### src/rtl/serial_rev_alu_seq_if.sv
// Handshake bundle between the operand/opcode source, the bit-serial ALU
// sequencer and the result consumer. The master is the source/consumer
// side and the slave is the sequencer.
interface serial_rev_alu_seq_if #(
  parameter int WIDTH = 16
);
  logic             in_valid;
  logic             in_ready;
  logic [WIDTH-1:0] in_a;
  logic [WIDTH-1:0] in_b;
  logic [2:0]       in_op;
  logic             out_valid;
  logic             out_ready;
  logic [WIDTH-1:0] out_result;
  logic             out_cout;
  logic             out_ovf;
  logic             out_zero;

  modport master (
    output in_valid, in_a, in_b, in_op, out_ready,
    input  in_ready, out_valid, out_result, out_cout, out_ovf, out_zero
  );

  modport slave (
    input  in_valid, in_a, in_b, in_op, out_ready,
    output in_ready, out_valid, out_result, out_cout, out_ovf, out_zero
  );
endinterface

### src/rtl/serial_rev_alu_seq.sv
// Bit-serial sequencer around one reversible 1-bit ALU slice. Operands are
// captured in IDLE, processed LSB first over WIDTH RUN cycles, and the
// result word plus flags are presented in HOLD until the consumer takes it.
module serial_rev_alu_seq #(
  parameter int WIDTH = 16,
  parameter int CNT_W = 5
) (
  input  logic                 clk,
  input  logic                 rst_n,
  serial_rev_alu_seq_if.slave  bus
);

  typedef enum logic [1:0] {
    IDLE = 2'd0,
    RUN  = 2'd1,
    HOLD = 2'd2
  } state_e;

  typedef enum logic [2:0] {
    OP_ADD   = 3'b000,
    OP_SUB   = 3'b001,
    OP_AND   = 3'b010,
    OP_OR    = 3'b011,
    OP_XOR   = 3'b100,
    OP_XNOR  = 3'b101,
    OP_NOTA  = 3'b110,
    OP_PASSB = 3'b111
  } op_e;

  // Feynman (CNOT) target output: q = a ^ b. The control passthrough is garbage.
  function automatic logic feynman(input logic a, input logic b);
    return a ^ b;
  endfunction

  // Toffoli target output: r = c ^ (a & b). Controls pass through as garbage.
  function automatic logic toffoli(input logic a, input logic b, input logic c);
    return c ^ (a & b);
  endfunction

  // Double Peres gate, {r, s} outputs only. With d=0, r is the full-adder sum
  // and s the carry; p and q are garbage.
  function automatic logic [1:0] dpg(input logic a, input logic b,
                                     input logic c, input logic d);
    logic r;
    logic s;
    r = a ^ b ^ c;
    s = ((a ^ b) & c) ^ (a & b) ^ d;
    return {r, s};
  endfunction

  state_e           state;
  op_e              op_q;
  logic [CNT_W-1:0] cnt;
  logic             carry;
  logic [WIDTH-1:0] a_sr;
  logic [WIDTH-1:0] b_sr;
  logic [WIDTH-1:0] r_sr;
  logic             out_valid_q;
  logic [WIDTH-1:0] out_result_q;
  logic             out_cout_q;
  logic             out_ovf_q;
  logic             out_zero_q;

  logic             b_eff;
  logic             sum_bit;
  logic             carry_gen;
  logic             xor_bit;
  logic             slice_bit;
  logic             arith;
  logic [WIDTH-1:0] r_next;

  // One slice evaluation on the current LSBs and carry.
  always_comb begin
    // NOTE: every always_comb output gets a default first so no path leaves it unassigned (no latch).
    slice_bit = 1'b0;
    arith     = (op_q == OP_ADD) || (op_q == OP_SUB);
    // SUB adds ~B with carry-in 1; the inversion is a Feynman with control tied high.
    b_eff     = (op_q == OP_SUB) ? feynman(1'b1, b_sr[0]) : b_sr[0];
    {sum_bit, carry_gen} = dpg(a_sr[0], b_eff, carry, 1'b0);
    xor_bit   = feynman(a_sr[0], b_sr[0]);
    case (op_q)
      OP_ADD,
      OP_SUB:   slice_bit = sum_bit;
      OP_AND:   slice_bit = toffoli(a_sr[0], b_sr[0], 1'b0);
      // (a ^ b) ^ (a & b) == a | b
      OP_OR:    slice_bit = toffoli(a_sr[0], b_sr[0], xor_bit);
      OP_XOR:   slice_bit = xor_bit;
      OP_XNOR:  slice_bit = feynman(1'b1, xor_bit);
      OP_NOTA:  slice_bit = feynman(1'b1, a_sr[0]);
      OP_PASSB: slice_bit = b_sr[0];
      default:  slice_bit = 1'b0;
    endcase
    r_next = {slice_bit, r_sr[WIDTH-1:1]};
  end

  // Sequencer FSM with registered result and flags.
  always_ff @(posedge clk or negedge rst_n) begin
    if (!rst_n) begin
      state        <= IDLE;
      op_q         <= OP_ADD;
      cnt          <= '0;
      carry        <= 1'b0;
      a_sr         <= '0;
      b_sr         <= '0;
      r_sr         <= '0;
      out_valid_q  <= 1'b0;
      out_result_q <= '0;
      out_cout_q   <= 1'b0;
      out_ovf_q    <= 1'b0;
      out_zero_q   <= 1'b0;
    end else begin
      // NOTE: sequential state uses non-blocking assignments so every register samples pre-edge values.
      case (state)
        IDLE: begin
          if (bus.in_valid) begin
            a_sr  <= bus.in_a;
            b_sr  <= bus.in_b;
            op_q  <= op_e'(bus.in_op);
            carry <= (bus.in_op == OP_SUB);
            cnt   <= '0;
            r_sr  <= '0;
            state <= RUN;
          end
        end
        RUN: begin
          a_sr <= {1'b0, a_sr[WIDTH-1:1]};
          b_sr <= {1'b0, b_sr[WIDTH-1:1]};
          r_sr <= r_next;
          if (arith) carry <= carry_gen;
          if (cnt == CNT_W'(WIDTH - 1)) begin
            // Here the carry register still holds the carry into the MSB.
            out_result_q <= r_next;
            out_cout_q   <= arith & carry_gen;
            out_ovf_q    <= arith & (carry ^ carry_gen);
            out_zero_q   <= (r_next == '0);
            out_valid_q  <= 1'b1;
            state        <= HOLD;
          end else begin
            cnt <= cnt + 1'b1;
          end
        end
        HOLD: begin
          if (bus.out_ready) begin
            out_valid_q <= 1'b0;
            state       <= IDLE;
          end
        end
        default: state <= IDLE;
      endcase
    end
  end

  assign bus.in_ready   = (state == IDLE);
  assign bus.out_valid  = out_valid_q;
  assign bus.out_result = out_result_q;
  assign bus.out_cout   = out_cout_q;
  assign bus.out_ovf    = out_ovf_q;
  assign bus.out_zero   = out_zero_q;

endmodule

### src/flat_wrapper.sv
// flat-port wrapper written by rule: the top's interface ports become plain ports
module serial_rev_alu_seq_flat 
#(
  parameter int WIDTH = 16,
  parameter int CNT_W = 5
)
  (clk, rst_n, bus_in_valid, bus_in_a, bus_in_b, bus_in_op, bus_out_ready, bus_in_ready, bus_out_valid, bus_out_result, bus_out_cout, bus_out_ovf, bus_out_zero);
  serial_rev_alu_seq_if #(.WIDTH(WIDTH)) bus_i ();
  input  logic clk;
  input  logic rst_n;
  input wire logic [$bits(bus_i.in_valid)-1:0] bus_in_valid;
  input wire logic [$bits(bus_i.in_a)-1:0] bus_in_a;
  input wire logic [$bits(bus_i.in_b)-1:0] bus_in_b;
  input wire logic [$bits(bus_i.in_op)-1:0] bus_in_op;
  input wire logic [$bits(bus_i.out_ready)-1:0] bus_out_ready;
  output wire logic [$bits(bus_i.in_ready)-1:0] bus_in_ready;
  output wire logic [$bits(bus_i.out_valid)-1:0] bus_out_valid;
  output wire logic [$bits(bus_i.out_result)-1:0] bus_out_result;
  output wire logic [$bits(bus_i.out_cout)-1:0] bus_out_cout;
  output wire logic [$bits(bus_i.out_ovf)-1:0] bus_out_ovf;
  output wire logic [$bits(bus_i.out_zero)-1:0] bus_out_zero;
  assign bus_i.in_valid = bus_in_valid;
  assign bus_i.in_a = bus_in_a;
  assign bus_i.in_b = bus_in_b;
  assign bus_i.in_op = bus_in_op;
  assign bus_i.out_ready = bus_out_ready;
  assign bus_in_ready = bus_i.in_ready;
  assign bus_out_valid = bus_i.out_valid;
  assign bus_out_result = bus_i.out_result;
  assign bus_out_cout = bus_i.out_cout;
  assign bus_out_ovf = bus_i.out_ovf;
  assign bus_out_zero = bus_i.out_zero;
  serial_rev_alu_seq #(.WIDTH(WIDTH), .CNT_W(CNT_W)) u_core (.clk(clk), .rst_n(rst_n), .bus(bus_i));
endmodule
### config.mk
export PLATFORM = sky130hd
export DESIGN_NAME = serial_rev_alu_seq_flat
export DESIGN_NICKNAME = d
export VERILOG_FILES = /design/src/rtl/serial_rev_alu_seq_if.sv /design/src/rtl/serial_rev_alu_seq.sv /design/src/flat_wrapper.sv
export SDC_FILE = /design/constraint.sdc
export NUM_CORES = 1
export LEC_CHECK = 0
export CORE_UTILIZATION = 30
export DETAILED_ROUTE_END_ITERATION = 12
export GPL_TIMING_DRIVEN = 0
export PLACE_DENSITY = 0.52
export SYNTH_ARGS = -nofsm -noshare
export SYNTH_HDL_FRONTEND = slang
export SYNTH_SLANG_ARGS = --single-unit
### constraint.sdc
create_clock -name clk -period 1.72 [get_ports clk]
set_input_delay 0.258 -clock clk [delete_from_list [all_inputs] [get_ports clk]]
set_output_delay 0.258 -clock clk [all_outputs]
set_load 0.005 [all_outputs]
Word-level counts from Yosys, hierarchy flattened
Index checks and enable logic that the tools add are counted.
{ "word_totals": {"latch_bits": 0, "output_inout_bits": 21, "ff_bits": 79, "mem_bits_ro": 0, "word_cells": 78, "mem_bits_rw": 0, "input_bits": 39, "n_memories": 0} }
{ "classes": {"div": 0, "n_shift": 0, "reduce_logical": 14, "multipliers": 0, "muxes": 21, "add_sub_neg": 1, "bitwise": 14, "magnitude_cmp": 0, "n_eq_ne": 16} }
{ "ops": {"columns": ["operator", "count"], "rows": [
  ["$pmux 16 s2", 3],
  ["$mux 16", 3],
  ["$logic_not 16->1", 1],
  ["$eq 3x3->1 const B", 4],
  ["$reduce_and 3->1", 4],
  ["$mux 5", 2],
  ["$pmux 5 s2", 1],
  ["$pmux 1 s7", 1],
  ["$eq 3x1->1 const B", 2],
  ["$eq 3x2->1 const B", 2],
  ["$mux 2", 3],
  ["$ne 2x2->1 const B", 3],
  ["$pmux 2 s3", 1],
  ["$reduce_and 2->1", 3],
  ["$xor 1x1->1", 6],
  ["$add 5x1->5 const B", 1],
  ["$and 1x1->1", 5],
  ["$eq 5x4->1 const B", 1],
  ["$mux 1", 5],
  ["$ne 2x1->1 const B", 2],
  ["$pmux 1 s2", 2],
  ["$reduce_bool 2->1", 2],
  ["$logic_not 3->1", 1],
  ["$not 1->1", 3],
  ["5 further kinds", 5]
]} }

Logic depth before layout (Yosys ltp)
{ "depth": {"word_depth": 7, "mapped_depth": 7, "mapped_depth_nobuf": 7} }

Least setup slack after synthesis
No wires, ideal clock.
{ "synth_path": {"path_kind": "register -> register", "start": "register u_core.op_q[1]", "end": "register u_core.out_zero_q (netlist: u_core.bus.out_zero)", "arrival_time_ps": 1701, "required_time_ps": 1599, "slack_ps": -102, "stages_incl_launch_ff": 8, "period_less_slack_ps": 1822, "cell_sequence": "dfrtp_1 -> nor2_1 -> nand2_1 -> xnor2_1 -> fa_1 -> a21oi_1 -> a32oi_1 -> a22o_1"} }
{ "synth_between": {"elab_chain_cells": 6} }
{ "synth_rtl": {"columns": ["element", "line", "rtl"], "rows": [
  ["from (decl)", "serial_rev_alu_seq.sv:52", "op_e op_q;"],
  ["from (signal assigned)", "serial_rev_alu_seq.sv:118", "op_q <= op_e'(bus.in_op);"],
  ["$eq 3x1->1", "serial_rev_alu_seq.sv:78, serial_rev_alu_seq.sv:81", null],
  ["$mux 1", "serial_rev_alu_seq.sv:78", "b_eff = (op_q == OP_SUB) ? feynman(1'b1, b_sr[0]) : b_sr[0];"],
  ["$xor 1x1->1 (2 in a row)", "serial_rev_alu_seq.sv:46", "r = a ^ b ^ c;"],
  ["$pmux 1 s7 *", "serial_rev_alu_seq.sv:81", "case (op_q)"],
  ["$logic_not 16->1 *", "serial_rev_alu_seq.sv:135", "out_zero_q <= (r_next == '0);"],
  ["to (signal assigned)", "serial_rev_alu_seq.sv:135", null],
  ["to (decl)", "serial_rev_alu_seq.sv:62", "logic out_zero_q;"]
]} }
Mark *: on every way between the ends. The rest lies on a longest branch, timed or not.
A chain may end at the register's enable or synchronous reset.

Worst setup path after layout
Same ends and word-level chain as after synthesis.

==> flow_summary.toml <==
[run_status]
outcome = "finished with violations"
violations = "setup timing"

[critical_path]
end_kind = "flop"
cp_data_arrival_time_ps = 2070
reg2regPathDepth = 7
crit_type = "reg -> reg"
startpoint_type = "flop"
crit-reg2reg-launch = "u_core.op_q[1]"
rrSetupSlack_ps = -140
r2r_end = "u_core.bus.out_zero"
cp_data_required_time_ps = 1930
worstPathMaxFanout = 3

[layout]
final_layout_size_suffix_gt1_share_pct = 13.9
most-common-layout-cells = "nand2_1, dfrtp_1, clkdlybuf4s50_1, nor2_1, a31oi_1"
nets = 484
fin_util_pct = 43.2
syn2layout_area_growth_pct = 38.2
diodes = 0
final_cells = 585
fin_area_um2 = 4740
final_common_cell = "nand2_1"

[power]
power_density_nw_per_um2 = 1760
p_leak_nw = 2.11
ir_drop_mv = 0.679
total_power_mw = 8.33

[timing]
clock.fmax_mhz = 539
fin_crit_sh_pct = 108
rsz0062_at_grt = "yes"
worst_slack_ps = -137
worstMarginPinSlew_ps = 556
finalSetupViolCount = 5
totalNegativeSetupSlack_ps = -374
finClkSkew_ps = 6.93
drv_slew = 0
max-slew-margin-rel_pct = 63.0
holdWs_ps = 441
hold_viol_final = 0
post-route-min-period_ps = 1860

[floorplanning]
core_area_um2 = 11000
start_util_pct = 31.2
ios = 60
die-area_um2 = 11900
die_h_um = 109
rows = 38
fp.dieW_um = 109

[synthesis]
avgSynthCellArea_um2 = 9.51
ys_types = 35
syn_area_um2 = 3430
ys_ff_latch = 78
ys_seq_area_share_pct = 56.9
syn_inst = 361
syn_nets = 405
yosysWarnings = 0

[routing]
vias_per_cell = 4.66
ant_nets = 0
drc_errors = 0
first_pass_iters = 4
routedWlPerCell_um = 13.3
wl_um = 7750
vias = 2724
drtIter0Drc = 139

[clock_tree]
clock_sinks = 78
cts_buffers = 9
cts_htree_levels = 3
cts_tree = "built"
clkTransAtPathRegs_ps = 60
clock_latency_ps = 330
root_buffer = "clkbuf_16"
clock_path_buffers = 2

[placement]
routabilityCongestion = 0.746
dp_worst_setup_slack_ps = -366
port_buffers = 59
hpwl_um = 5410
dp.cells = 561
placed_area_um2 = 4240

[worst_hold_path]
hp-class = "in -> async"

[global_routing]
gr-total-overflow = 0
grt_usage_pct = 14.7
antenna_found_initial = 0
grt_pass1_wl_um = 13300
grt_max_degree = 45
grt_pass1_vias = 2696

[job]
drv_cap = 0
[cell usage after synthesis]
library cell / number / area share (%)
a211oi_1: 2 / 0.44
and2b_1: 1 / 0.22
o32ai_1: 1 / 0.26
o21ai_0: 25 / 3.6
a22o_1: 2 / 0.51
nand2_1: 109 / 12
nand2_2: 1 / 0.18
buf_2: 12 / 1.7
a21oi_1: 4 / 0.58
nand2b_1: 1 / 0.18
dfrtp_1: 78 / 57
nor2b_1: 2 / 0.36
nand3_1: 1 / 0.15
fa_1: 1 / 0.58
a31oi_1: 28 / 5.1
a311oi_1: 1 / 0.26
xor2_1: 2 / 0.51
clkbuf_1: 7 / 0.77
buf_4: 1 / 0.22
mux2_2: 4 / 1.3
o41ai_2: 1 / 0.47
o21ai_1: 1 / 0.15
nor2_1: 38 / 4.2
nor4_1: 3 / 0.55
mux2_1: 12 / 3.9
xnor2_1: 3 / 0.77
nand4_1: 1 / 0.18
and3_1: 1 / 0.18
nor3_1: 2 / 0.29
inv_1: 7 / 0.77
ha_1: 4 / 1.5
a32oi_1: 1 / 0.26
nor3b_2: 2 / 0.73
buf_1: 1 / 0.11
and2_1: 1 / 0.18
[metal layers]
| layer | vias to the layer above | share of wire, % | track usage, % |
|---|---|---|---|
| li1 | 1372 | - | - |
| met4 | 0 | 1.1 | 4.05 |
| met5 | - | 0 | 0 |
| met2 | 62 | 44 | 21.7 |
| met1 | 1283 | 51 | 20.9 |
| met3 | 7 | 4.1 | 4.12 |
[cells by family (layout without fill, tap and decap cells)]
logic type,after synthesis,count (layout),synth area share [%]
buffers and inverters,28,112,3.61
and+or+nand+nor,163,163,19.3
DFF,78,78,56.9
adders and majority gates,5,5,2.04
xor gates and xnor gates,5,5,1.28
AOI/OAI and AO/OA,66,66,11.7
muxes,16,16,5.25
[power by group]
group	internal [mW]	total, mW	switching [mW]	leakage, nW
logic	1.48	3.00	1.52	0.985
registers	2.61	3.13	0.524	0.956
clock network	1.45	2.19	0.736	0.172
total	5.55	8.33	2.78	2.11
[how the worst max path moves through the flow]
stage	startpoint	end	slack, ps
floorplan	u_core.op_q[1]	u_core.bus.out_result[15]	-60
global placement	rst_n	u_core.b_sr[8]	-2500
detailed placement	u_core.op_q[2]	u_core.bus.out_result[15]	-370
CTS	u_core.op_q[2]	u_core.bus.out_zero	-160
global route	u_core.op_q[1]	u_core.bus.out_zero	-210
finish	u_core.op_q[1]	u_core.bus.out_zero	-140
[sequential cells by signal (all words and copies together) (netlist names), 2 cells and up]
signal	flops
u_core.cnt	5
u_core.r_sr	15
u_core.b_sr	16
u_core.a_sr	16
u_core.bus.out_result	16
u_core.state	2
u_core.op_q	3
[critical path: stages, from the launching register on]
cell     delay (ps)
dfrtp_2         420
nor2_4          120
nand2_2          70
xnor2_2         150
fa_1            500
a21oi_2         190
a32oi_4          90
a22o_1          200
[final cells by class]
cell class	count	area (µm²)
Buffer	21	121
Clock buffer	10	239
Clock inverter	6	109
Fill cell	1077	6240
Inverter	7	26.3
Multi-Input combinational cell	255	1440
Sequential cell	78	1960
Tap cell	140	175
Timing Repair Buffer	68	678
[what timing repair did]
action,in CTS,in global routing
gates cloned,0,0
endpoints found under the setup margin,29,43
pin swaps,6,10
resized for setup,14,12
endpoints found under the hold margin,34,0
hold buffers,1,0
buffers inserted,5,3
Note: power is estimated with default switching activity, not from simulation.
